===== src/rtl/libstf_axis_pkg.sv =====
// Shared AXI4-Stream widths and the wide-beat payload type used by the 256->512 packer.
// The optional keep checker in axis_beat_packer is enabled with AXIS_PACKER_CHECK_EN.
package libstf_axis_pkg;

  localparam int AXIS_NARROW_BITS = 256;
  localparam int AXIS_WIDE_BITS   = 512;
  localparam int AXIS_NARROW_KEEP = AXIS_NARROW_BITS / 8;
  localparam int AXIS_WIDE_KEEP   = AXIS_WIDE_BITS / 8;

  typedef struct packed {
    logic [AXIS_WIDE_BITS-1:0] data;
    logic [AXIS_WIDE_KEEP-1:0] keep;
    logic                      last;
  } axis_wide_beat_t;

  typedef enum logic {
    PK_EMPTY   = 1'b0,
    PK_HAVE_LO = 1'b1
  } pack_state_e;

  // Builds a wide beat from an upper and a lower narrow half.
  function automatic axis_wide_beat_t pack_pair(
    input logic [AXIS_NARROW_BITS-1:0] hi_data,
    input logic [AXIS_NARROW_KEEP-1:0] hi_keep,
    input logic [AXIS_NARROW_BITS-1:0] lo_data,
    input logic [AXIS_NARROW_KEEP-1:0] lo_keep,
    input logic                        last
  );
    axis_wide_beat_t b;
    b.data = {hi_data, lo_data};
    b.keep = {hi_keep, lo_keep};
    b.last = last;
    return b;
  endfunction

endpackage


===== src/rtl/axis_out_reg.sv =====
// One-entry registered output slice for wide AXI4-Stream beats.
// A load replaces the payload and keeps valid set; a drain without load clears valid.
module axis_out_reg
  import libstf_axis_pkg::*;
(
  input  logic            clk,
  input  logic            rst,
  input  logic            i_load,
  input  axis_wide_beat_t i_beat,
  input  logic            i_ready,
  output logic            o_valid,
  output axis_wide_beat_t o_beat,
  output logic            o_can_load
);

  logic            r_valid;
  axis_wide_beat_t r_beat;

  // The slot may be written when it is empty or being drained this cycle.
  assign o_can_load = !r_valid || i_ready;

  always_ff @(posedge clk) begin
    if (rst) begin
      r_valid <= 1'b0;
      r_beat  <= '0;
    end else if (i_load) begin
      r_valid <= 1'b1;
      r_beat  <= i_beat;
    end else if (r_valid && i_ready) begin
      r_valid <= 1'b0;
    end
  end

  assign o_valid = r_valid;
  assign o_beat  = r_beat;

endmodule


===== src/rtl/axis_beat_packer.sv =====
// Packs pairs of 256-bit AXI4-Stream beats into 512-bit beats (first beat = lower half).
// Define AXIS_PACKER_CHECK_EN to add the sticky err flag for partial-keep non-last beats.
module axis_beat_packer
  import libstf_axis_pkg::*;
#(
  parameter int IN_WIDTH  = AXIS_NARROW_BITS,
  parameter int OUT_WIDTH = AXIS_WIDE_BITS
) (
  input  logic                   clk,
  input  logic                   rst,
  input  logic [IN_WIDTH-1:0]    i_in_tdata,
  input  logic [IN_WIDTH/8-1:0]  i_in_tkeep,
  input  logic                   i_in_tlast,
  input  logic                   i_in_tvalid,
  output logic                   o_in_tready,
  output logic [OUT_WIDTH-1:0]   o_out_tdata,
  output logic [OUT_WIDTH/8-1:0] o_out_tkeep,
  output logic                   o_out_tlast,
  output logic                   o_out_tvalid,
  input  logic                   i_out_tready,
  output logic                   o_have_lo
`ifdef AXIS_PACKER_CHECK_EN
  ,output logic                  err
`endif
);

  if (IN_WIDTH != AXIS_NARROW_BITS) begin : g_bad_in_width
    $error("axis_beat_packer: IN_WIDTH must be 256");
  end
  if (OUT_WIDTH != AXIS_WIDE_BITS) begin : g_bad_out_width
    $error("axis_beat_packer: OUT_WIDTH must be 512");
  end

  // Handshake: a beat moves when valid && ready at a rising edge. in.tready is a
  // function of reset and output-slot occupancy only, never of in.tvalid or in.tlast.
  pack_state_e                 r_state;
  pack_state_e                 w_state_nxt;
  logic [AXIS_NARROW_BITS-1:0] r_lo_data;
  logic [AXIS_NARROW_KEEP-1:0] r_lo_keep;
  logic                        w_accept;
  logic                        w_load;
  logic                        w_can_load;
  logic                        w_out_valid;
  axis_wide_beat_t             w_beat;
  axis_wide_beat_t             w_out_beat;

  assign o_in_tready = !rst && w_can_load;
  assign w_accept    = i_in_tvalid && o_in_tready;

  always_ff @(posedge clk) begin
    if (rst) begin
      r_state <= PK_EMPTY;
    end else begin
      r_state <= w_state_nxt;
    end
  end

  always_comb begin
    w_state_nxt = r_state;
    w_load      = 1'b0;
    w_beat      = '0;
    case (r_state)
      PK_EMPTY: begin
        if (w_accept) begin
          if (i_in_tlast) begin
            w_load = 1'b1;
            w_beat = pack_pair('0, '0, i_in_tdata, i_in_tkeep, 1'b1);
          end else begin
            w_state_nxt = PK_HAVE_LO;
          end
        end
      end
      PK_HAVE_LO: begin
        if (w_accept) begin
          w_load      = 1'b1;
          w_beat      = pack_pair(i_in_tdata, i_in_tkeep, r_lo_data, r_lo_keep, i_in_tlast);
          w_state_nxt = PK_EMPTY;
        end
      end
      default: begin
        w_state_nxt = PK_EMPTY;
      end
    endcase
  end

  always_ff @(posedge clk) begin
    if (rst) begin
      r_lo_data <= '0;
      r_lo_keep <= '0;
    end else if (w_accept && (r_state == PK_EMPTY) && !i_in_tlast) begin
      r_lo_data <= i_in_tdata;
      r_lo_keep <= i_in_tkeep;
    end
  end

  axis_out_reg u_out_reg (
    .clk        (clk),
    .rst        (rst),
    .i_load     (w_load),
    .i_beat     (w_beat),
    .i_ready    (i_out_tready),
    .o_valid    (w_out_valid),
    .o_beat     (w_out_beat),
    .o_can_load (w_can_load)
  );

  assign o_out_tvalid = w_out_valid;
  assign o_out_tdata  = w_out_beat.data;
  assign o_out_tkeep  = w_out_beat.keep;
  assign o_out_tlast  = w_out_beat.last;
  assign o_have_lo    = (r_state == PK_HAVE_LO);

`ifdef AXIS_PACKER_CHECK_EN
  logic r_err;

  always_ff @(posedge clk) begin
    if (rst) begin
      r_err <= 1'b0;
    end else if (w_accept && !i_in_tlast && (i_in_tkeep != {AXIS_NARROW_KEEP{1'b1}})) begin
      r_err <= 1'b1;
    end
  end

  assign err = r_err;
`endif

endmodule


===== config.mk =====
export PLATFORM = sky130hd
export DESIGN_NAME = axis_beat_packer
export DESIGN_NICKNAME = d
export VERILOG_FILES = /design/src/rtl/libstf_axis_pkg.sv /design/src/rtl/axis_out_reg.sv /design/src/rtl/axis_beat_packer.sv
export SDC_FILE = /design/constraint.sdc
export NUM_CORES = 1
export LEC_CHECK = 0
export BUFFER_PORTS_ARGS = -buffer_cell sky130_fd_sc_hd__buf_4
export CAP_MARGIN = 40
export CORE_AREA = 4 4 339 341
export DETAILED_ROUTE_END_ITERATION = 10
export DIE_AREA = 0 0 343 345
export GPL_TIMING_DRIVEN = 0
export PLACE_DENSITY = 0.59
export SYNTH_ARGS = -nofsm -noshare
export SYNTH_HDL_FRONTEND = slang
export SYNTH_SLANG_ARGS = --single-unit
export TNS_END_PERCENT = 100

===== constraint.sdc =====
create_clock -name clk -period 1.92 [get_ports clk]
set_input_delay 0.096 -clock clk [delete_from_list [all_inputs] [get_ports clk]]
set_output_delay 0.096 -clock clk [all_outputs]
set_load 0.005 [all_outputs]

==> results of run 1 <==
[worst paths after layout]
path              slack [ns]              endpoint  depth (start not counted)
setup reg to reg       -0.03        r_lo_data[223]                          7
hold / removal          0.14     u_out_reg.o_valid                          3
setup / recovery       -0.03        r_lo_data[223]                          7
hold reg to reg         0.47  u_out_reg.o_beat[52]                          1
[logic make-up (layout without fill, tap and decap cells)]
family	Yosys count	after routing	synth area share
and+or+nand+nor	875	875	0.1345
DFF	867	867	0.5315
AOI/OAI and AO/OA	582	582	0.1666
buffers and inverters	290	1652	0.04276
muxes	288	288	0.1246
other	0	5	0
[registers in the layout (all words and copies together), names as in the netlist]
signal,count
u_out_reg.o_valid,1
u_out_reg.o_beat,577
r_lo_keep,32
r_lo_data,256
o_have_lo,1
[power by group through the flow]
stage          sequential, µW  clock (µW)  combinational [µW]
6_report                19300       18600                5270
3_3_place_gp            19600           0                4430
4_1_cts                 19200       19000                5200
5_1_grt                 19300       19700                5570
2_1_floorplan           19600           0                1940
3_5_place_dp            19600           0                4480
[per-stage QoR]
step	setup WS (ns)	power, µW	hold WS [ns]	util	cells
3_5_place_dp	-0.8288	24100	0.3371	0.3686	5285
2_1_floorplan	0.1251	21510	0.2287	-	2902
5_1_grt	-0.04579	44560	0.1358	0.4326	5766
6_report	-0.03150	43150	0.1351	0.4326	5769
3_3_place_gp	-2.009	24030	0.3377	0.3671	5274
4_1_cts	-0.02893	43430	0.04772	0.4300	5758
[critical path, delay by kind of cell (launching register included)]
kind          cells  cell delay [ns]
buf+inv           4             0.61
flops             1             0.32
mux               1             0.30
simple gates      2             0.62
[Yosys cell counts (2+ instances only)]
cell type,number
nand2b_1,2
buf_2,96
a21oi_1,3
or3_1,2
mux2_4,220
inv_1,2
buf_1,14
buf_6,25
nor2_1,2
nor2b_1,289
a22o_1,288
mux2_2,68
clkbuf_1,153
dfxtp_1,867
nor3_1,288
a221o_1,288
nand2_1,288
[per-layer routing]
layer	vias up	wire, µm	track usage	share of wire
met5	-	0	0	0
met4	0	6541	0.1017	0.048
met3	270	10210	0.05530	0.076
met2	1072	62250	0.3500	0.46
met1	14001	55940	0.2702	0.41
li1	13285	-	-	-
[cell type report]
cell class | count | area share
clock buffers | 142 | 0.05886
diodes | 5 | 0.0002585
repair buffers | 1198 | 0.2053
flip-flops and latches | 867 | 0.3586
plain buffers | 284 | 0.04345
inverters | 2 | 0.0001551
well taps | 1500 | 0.03877
clock inverters | 26 | 0.006307
multi-input cells | 1745 | 0.2882
[repair_timing]
action | 4_1_cts | 5_1_grt
cloned | 3 | 2
setup endpoints to repair | 868 | 456
hold endpoints to repair | 867 | 0
hold buffers | 292 | 0
pin swaps | 4 | 0
resized for setup | 238 | 114
setup buffers | 14 | 4
==> flow_summary.yaml, run 1 <==
power_and_ir_drop:
  switching_power_uw: 10810
  internal_power_uw: 32340
  ir_drop_mv: 0.6134
  clockPowerShare: 0.432
  powerDensity_nw_per_um2: 891.5
  seqPwrFrac: 0.446
  p_comb_frac: 0.122
  p_leak_uw: 0.02122
  switching_share: 0.2505
critical_path:
  crit_path_start_kind: "flop"
  cpPeakStageDelay_ns: 0.40
  crit_slowest_cell: "or3_4"
  crit_top_cell: "buf_12"
  end_kind: "flop"
  crit_fanout: 10
  worstPathArrival_ns: 2.51
  cp-startpoint: "o_have_lo"
  crit-reg2reg-launch: "o_have_lo"
  worstPathRequired_ns: 2.48
  critical_path.cell_chain: "or2_4, or3_4, buf_12, buf_12, buf_12, buf_12, mux2_4"
  critical_path_class: "flop to flop"
synthesis:
  syn_inst: 2902
  synth_ff_type: "dfxtp_1"
  yosysUniqueCellTypes: 24
  synthArstFlopShare: 0
  ys_ff_latch: 867
  yosysWarnings: 0
  synth-edff-count: 0
  synth_top_area_frac: 0.5315
  syn_avg_cell_area_um2: 11.25
  synth_area_um2: 32650
  syn-num-nets: 3195
  seq_area_frac_synth: 0.5315
  synth_area_leader_cell: "dfxtp_1"
  synth_area_leaders: "dfxtp_1, mux2_4, a221o_1, a22o_1, nor2b_1"
sta:
  finalWorstSetupSlack_ns: -0.03150
  max_freq_ghz: 0.5124
  fin_skew_ns: 0.01596
  tns_ns: -0.4762
  fin_crit_ns: 1.952
  finalCritPeriodShare: 1.016
  finalHoldViolCount: 0
  slew_headroom: 0.4868
  tightest_slew_ns: 0.7699
  drv_slew: 0
  rsz0062_at_grt: "yes"
  setup_violations: 34
floorplan:
  start_util: 0.2919
  die_x_um: 343
  rows: 123
  die_area_um2: 118300
  coreArea_um2: 111900
  die_h_um: 345
  io_pins: 873
worst_hold_path:
  hold_start: "rst"
  hp-class: "primary input to flop"
routing:
  vias: 28628
  wl_per_cell_um: 23.39
  ant_nets: 0
  drtPass1Iterations: 5
  first_iter_violations: 1854
  vias_per_cell: 4.962
  drc: 0
  wirelength_um: 134900
global_routing:
  grt_util_all_layers: 0.2168
  antenna_found_initial: 8
  grt_first_pass_wirelength_um: 194800
  grt_max_degree: 20
  grt_overflow: 0
  grt_pass1_vias: 28729
placement:
  portBuffers: 872
  hpwl_um: 98660
  gp_congestion: 0.8557
  place_area_um2: 41240
cells_and_area:
  final-seq-area_um2: 17360
  final_cell_mix: "buf_4, dfxtp_1, dlygate4sd3_1"
  postLayoutCellArea_um2: 48410
  multi_input_area_um2: 13950
  fillers: 10531
  final_nets: 4487
  layout_commonest_cell: "buf_4"
  area_growth_pct: 48.24
  drive_gt1_frac: 0.3666
clock_network:
  cts_tree: "built"
  clock_latency_ns: 0.68
  clk_pin_slew_ns: 0.06
  h-tree-depth: 3
  cts_root_buf: "clkbuf_16"
  cts.sink_count: 867
  clk_path_buf_depth: 3
  cts_buffers: 96
run_status:
  status: "finished with violations"
  violations: "negative setup slack"
flow_run:
  drv_cap: 0
Note: power is estimated with default switching activity, not from simulation.
==> run 2, diff against run 1 <==
Clock period 1.92 ns to 1.9 ns, I/O delays scaled along.
==> flow_summary.yaml, run 2 (synthesized netlist as in run 1, its figures left out) <==
run_status:
  status: "finished with violations"
  violations: "negative setup slack"
global_routing:
  antenna_found_initial: 10
  grt_util_all_layers: 0.2173
  grt_overflow: 0
  grt_max_degree: 17
  grt_first_pass_wirelength_um: 195100
  grt_pass1_vias: 28791
routing:
  ant_nets: 0
  drtPass1Iterations: 5
  wl_met2_um: 62780
  first_iter_violations: 1880
  dr_wl_met3_um: 10590
  wl_per_cell_um: 23.56
  vias: 28836
  highest-signal-layer: "met5"
  vias_per_cell: 4.980
  wirelength_um: 136400
  drc: 0
  wl_met1_um: 56380
critical_path:
  crit-reg2reg-launch: "o_have_lo"
  crit_slowest_cell: "or3_4"
  cpPeakStageDelay_ns: 0.48
  regToRegEndpoint: "r_lo_data[123]"
  worstPathArrival_ns: 2.52
  crit_fanout: 8
  critical_path.cell_chain: "or2_4, or3_4, buf_12, buf_16, clkbuf_16, mux2_4"
  end_kind: "flop"
  crit_buf_inv: 3
  crit_path_start_kind: "flop"
  critical_path_class: "flop to flop"
  r2r_slack_ns: -0.07
  worstPathRequired_ns: 2.45
  r2r_cells: 6
  crit_family: "simple AND/OR/NAND/NOR gates"
clock_network:
  cts_tree: "built"
  clk_path_buf_depth: 3
  clk_pin_slew_ns: 0.06
  clock_latency_ns: 0.69
  cts_root_buf: "clkbuf_16"
  cts.sink_count: 867
  h-tree-depth: 3
  cts_buffers: 96
worst_hold_path:
  hp-class: "primary input to flop"
  min_path_cells: 3
  hold_end: "u_out_reg.o_valid"
  hold_start: "rst"
floorplan:
  rows: 123
  start_util: 0.2919
  coreArea_um2: 111900
  io_pins: 873
  die_x_um: 343
  die_h_um: 345
  die_area_um2: 118300
flow_run:
  drv_cap: 0
cells_and_area:
  largest_reg_flops: 577
  area_growth_pct: 50.01
  final_nets: 4506
  final_cell_mix: "buf_4, dfxtp_1, dlygate4sd3_1"
  fillers: 10484
  drive_gt1_frac: 0.3701
  layout_commonest_cell: "buf_4"
power_and_ir_drop:
  switching_share: 0.2510
  internal_power_uw: 32770
  ir_drop_mv: 0.6216
  powerDensity_nw_per_um2: 893.3
  switching_power_uw: 10980
  clockPowerShare: 0.431
  p_leak_uw: 0.02153
  p_comb_frac: 0.124
  seqPwrFrac: 0.445
  power.total_uw: 43760
sta:
  fin_skew_ns: 0.01950
  drv_slew: 0
  tightest_slew_ns: 0.7795
  finalCritPeriodShare: 1.039
  finalHoldViolCount: 0
  hold_slack_ns: 0.1338
  max_freq_ghz: 0.5064
  rsz0062_at_grt: "yes"
  slew_headroom: 0.4804
  fin_crit_ns: 1.975
  setup_violations: 161
  finalWorstSetupSlack_ns: -0.07453
placement:
  portBuffers: 872
  hpwl_um: 98660
  gp_congestion: 0.8557
-- run 2: layout make-up --
type                    instances  area, µm²  share of cell area
repair buffers               1218      10430              0.2129
diodes                          7      17.52           0.0003576
clock inverters                26      305.3            0.006232
plain buffers                 283       2190             0.04470
multi-input cells            1745      13950              0.2848
inverters                       2      7.507           0.0001533
flip-flops and latches        867      17360              0.3544
well taps                    1500       1877             0.03831
clock buffers                 142       2849             0.05816
-- run 2: worst max path at each step --
stage,from,to,slack [ns],cells past startpoint
2_1_floorplan,u_out_reg.o_valid,r_lo_data[100],0.11,7
3_3_place_gp,rst,u_out_reg.o_beat[356],-2.03,7
3_5_place_dp,o_have_lo,u_out_reg.o_beat[365],-0.85,6
4_1_cts,o_have_lo,r_lo_data[231],-0.10,7
5_1_grt,o_have_lo,r_lo_data[123],-0.08,6
6_report,o_have_lo,r_lo_data[123],-0.07,6
-- run 2: stage by stage --
| step | setup TNS (ns) | instances | setup WS, ns | area, µm² | utilization |
|---|---|---|---|---|---|
| 3_5_place_dp | -403.72 | 5285 | -0.8488 | 41240 | 0.3686 |
| 5_1_grt | -9.312 | 5785 | -0.08332 | 48970 | 0.4377 |
| 6_report | -7.045 | 5790 | -0.07453 | 48980 | 0.4378 |
| 2_1_floorplan | 0 | 2902 | 0.1051 | 32650 | - |
| 4_1_cts | -13.45 | 5768 | -0.1008 | 48390 | 0.4325 |
| 3_3_place_gp | -809.02 | 5274 | -2.028 | 41080 | 0.3671 |
-- run 2: layer usage --
metal | global-route usage | vias up
met1 | 0.2714 | 14129
li1 | - | 13318
met5 | 0 | -
met2 | 0.3506 | 1103
met3 | 0.05447 | 284
met4 | 0.1022 | 2
-- run 2: timing repair --
action	in CTS	in global routing
hold endpoints to repair	867	0
gates cloned	8	13
setup endpoints to repair	868	719
resized for setup	257	151
hold buffers	292	0
setup buffers	17	6
pin swaps	4	0
-- run 2: worst reg2reg max path, stage by stage (launching register included) --
cell,delay [ns]
dfxtp_2,0.32
or2_4,0.22
or3_4,0.48
buf_12,0.18
buf_16,0.16
clkbuf_16,0.21
mux2_4,0.29
-- run 2: power groups by stage --
stage	logic, µW	registers (µW)	clock network (µW)
3_3_place_gp	4480	19800	0
6_report	5440	19500	18900
3_5_place_dp	4530	19800	0
2_1_floorplan	1960	19800	0
4_1_cts	5320	19400	19200
5_1_grt	5740	19500	19900
==> run 3, diff against run 2 <==
Settings changed: CORE_AREA 4 4 339 341 to not set, CORE_MARGIN set to 4, CORE_UTILIZATION set to 30, DIE_AREA 0 0 343 345 to not set, PLACE_DENSITY 0.59 to 0.6.
==> flow_summary.yaml, run 3 (synthesized netlist as in run 1, its figures left out) <==
run_status:
  violations: "negative setup slack"
  status: "finished with violations"
critical_path:
  crit_fanout: 10
  r2r_cells: 7
  worstPathArrival_ns: 2.45
  worstPathRequired_ns: 2.43
  critical_path_class: "flop to flop"
  regToRegEndpoint: "r_lo_data[125]"
  end_kind: "flop"
  crit_path_start_kind: "flop"
  crit-reg2reg-launch: "u_out_reg.o_valid"
  r2r_slack_ns: -0.01
  cp-endpoint: "r_lo_data[125]"
  cp-startpoint: "u_out_reg.o_valid"
power_and_ir_drop:
  clockPowerShare: 0.430
  internal_power_uw: 32640
  switching_power_uw: 10700
  seqPwrFrac: 0.449
  powerDensity_nw_per_um2: 902.7
  p_leak_uw: 0.02111
  p_comb_frac: 0.121
  switching_share: 0.2469
  ir_drop_mv: 0.6325
sta:
  setup_violations: 61
  finalHoldViolCount: 0
  fin_skew_ns: 0.01558
  slew_headroom: 0.4390
  rsz0062_at_grt: "yes"
  tns_ns: -0.2102
  fin_crit_ns: 1.913
  finalCritPeriodShare: 1.007
  max_freq_ghz: 0.5227
  drv_slew: 0
  finalWorstSetupSlack_ns: -0.01327
  tightest_slew_ns: 0.8415
worst_hold_path:
  hold_start: "rst"
  min_path_cells: 3
  hp-class: "primary input to flop"
routing:
  drc: 0
  wirelength_um: 132900
  first_iter_violations: 1812
  drtPass1Iterations: 5
  wl_per_cell_um: 23.46
  vias_per_cell: 5.039
  ant_nets: 0
  vias: 28538
cells_and_area:
  drive_gt1_frac: 0.3644
  layout_commonest_cell: "buf_4"
  area_growth_pct: 47.05
  final_cell_mix: "buf_4, dfxtp_1, dlygate4sd3_1"
  largest_reg_flops: 577
  final_nets: 4475
clock_network:
  cts_tree: "built"
  cts_root_buf: "clkbuf_16"
  cts_buffers: 94
  clk_path_buf_depth: 3
  clock_latency_ns: 0.65
  clk_pin_slew_ns: 0.06
  cts.sink_count: 867
  h-tree-depth: 3
global_routing:
  antenna_found_initial: 8
  grt_pass1_vias: 28405
  grt_first_pass_wirelength_um: 190100
  grt_max_degree: 14
  grt_overflow: 0
  grt_util_all_layers: 0.2192
placement:
  portBuffers: 872
  pre_cts_ws_ns: -1.045
  gp_congestion: 0.8564
  hpwl_um: 98130
flow_run:
  drv_cap: 0
floorplan:
  die_area_um2: 114200
  start_util: 0.3037
  die_x_um: 337.9
  die_h_um: 337.9
  rows: 120
  coreArea_um2: 107500
  io_pins: 873
## run 3: cell types whose count changed in the layout (fill, tap and decap cells not counted), moves of 4 or more
| cell | change |
|---|---|
| buf_16 | -7 |
| clkbuf_16 | -13 |
| inv_6 | +4 |
| buf_12 | -15 |
| buf_4 | -15 |
| clkbuf_1 | +8 |
| buf_6 | -16 |
| buf_8 | +7 |
| clkbuf_2 | +20 |
| clkbuf_4 | +6 |
## run 3: how the worst min path moves through the flow
| stage | slack [ns] | endpoint |
|---|---|---|
| final | 0.09 | u_out_reg.o_valid |
| after global routing | 0.12 | u_out_reg.o_beat[0] |
| after CTS | 0.05 | u_out_reg.o_valid |
| after detailed placement | 0.34 | u_out_reg.o_beat[323] |
| after global placement | 0.33 | u_out_reg.o_beat[572] |
| after floorplan | 0.23 | u_out_reg.o_beat[33] |
## run 3: metrics by stage
step	hold WS (ns)	utilization	instance area, µm²	cells	total power (µW)
3_5_place_dp	0.3388	0.3826	41130	5189	24350
6_report	0.09479	0.4467	48020	5663	43340
3_3_place_gp	0.3341	0.3810	40960	5177	24270
4_1_cts	0.05234	0.4439	47720	5658	43650
5_1_grt	0.1234	0.4467	48020	5663	44790
2_1_floorplan	0.2277	-	32650	2902	21740
## run 3: routing by layer
layer,up-vias,routed length (µm),global-route usage,part of all wire
li1,13243,-,-,-
met1,14064,56160,0.2784,0.42
met2,1010,63080,0.3651,0.47
met3,221,8923,0.05117,0.067
met4,0,4699,0.07713,0.035
met5,-,0,0,0
## run 3: cell type report
| class | count | area [µm²] |
|---|---|---|
| Timing Repair Buffer | 1185 | 9771 |
| Fill cell | 10009 | 59490 |
| Clock inverter | 28 | 334.1 |
| Antenna cell | 4 | 10.01 |
| Buffer | 287 | 2064 |
| Inverter | 2 | 7.507 |
| Sequential cell | 867 | 17360 |
| Clock buffer | 142 | 2785 |
| Tap cell | 1403 | 1755 |
| Multi-Input combinational cell | 1745 | 13930 |
## run 3: timing repair
action	4_1_cts	5_1_grt
hold buffers	292	0
gates cloned	0	2
gates resized for setup	191	121
buffers inserted	7	1
endpoints found under the hold margin	867	0
pin swaps	1	0
setup endpoints to repair	868	708
## run 3: power groups by stage
stage / Clock (µW) / Combinational (µW) / Sequential (µW)
after floorplan: 0 / 1960 / 19800
after global placement: 0 / 4460 / 19800
after detailed placement: 0 / 4520 / 19800
after CTS: 19000 / 5170 / 19400
after global routing: 19700 / 5540 / 19500
final: 18600 / 5240 / 19500
## run 3: critical path, cell delays in order, from the launching register on
cell	delay, ns
dfxtp_2	0.32
nor2b_4	0.12
buf_8	0.14
or3_4	0.40
buf_12	0.17
buf_12	0.17
buf_12	0.17
mux2_4	0.30
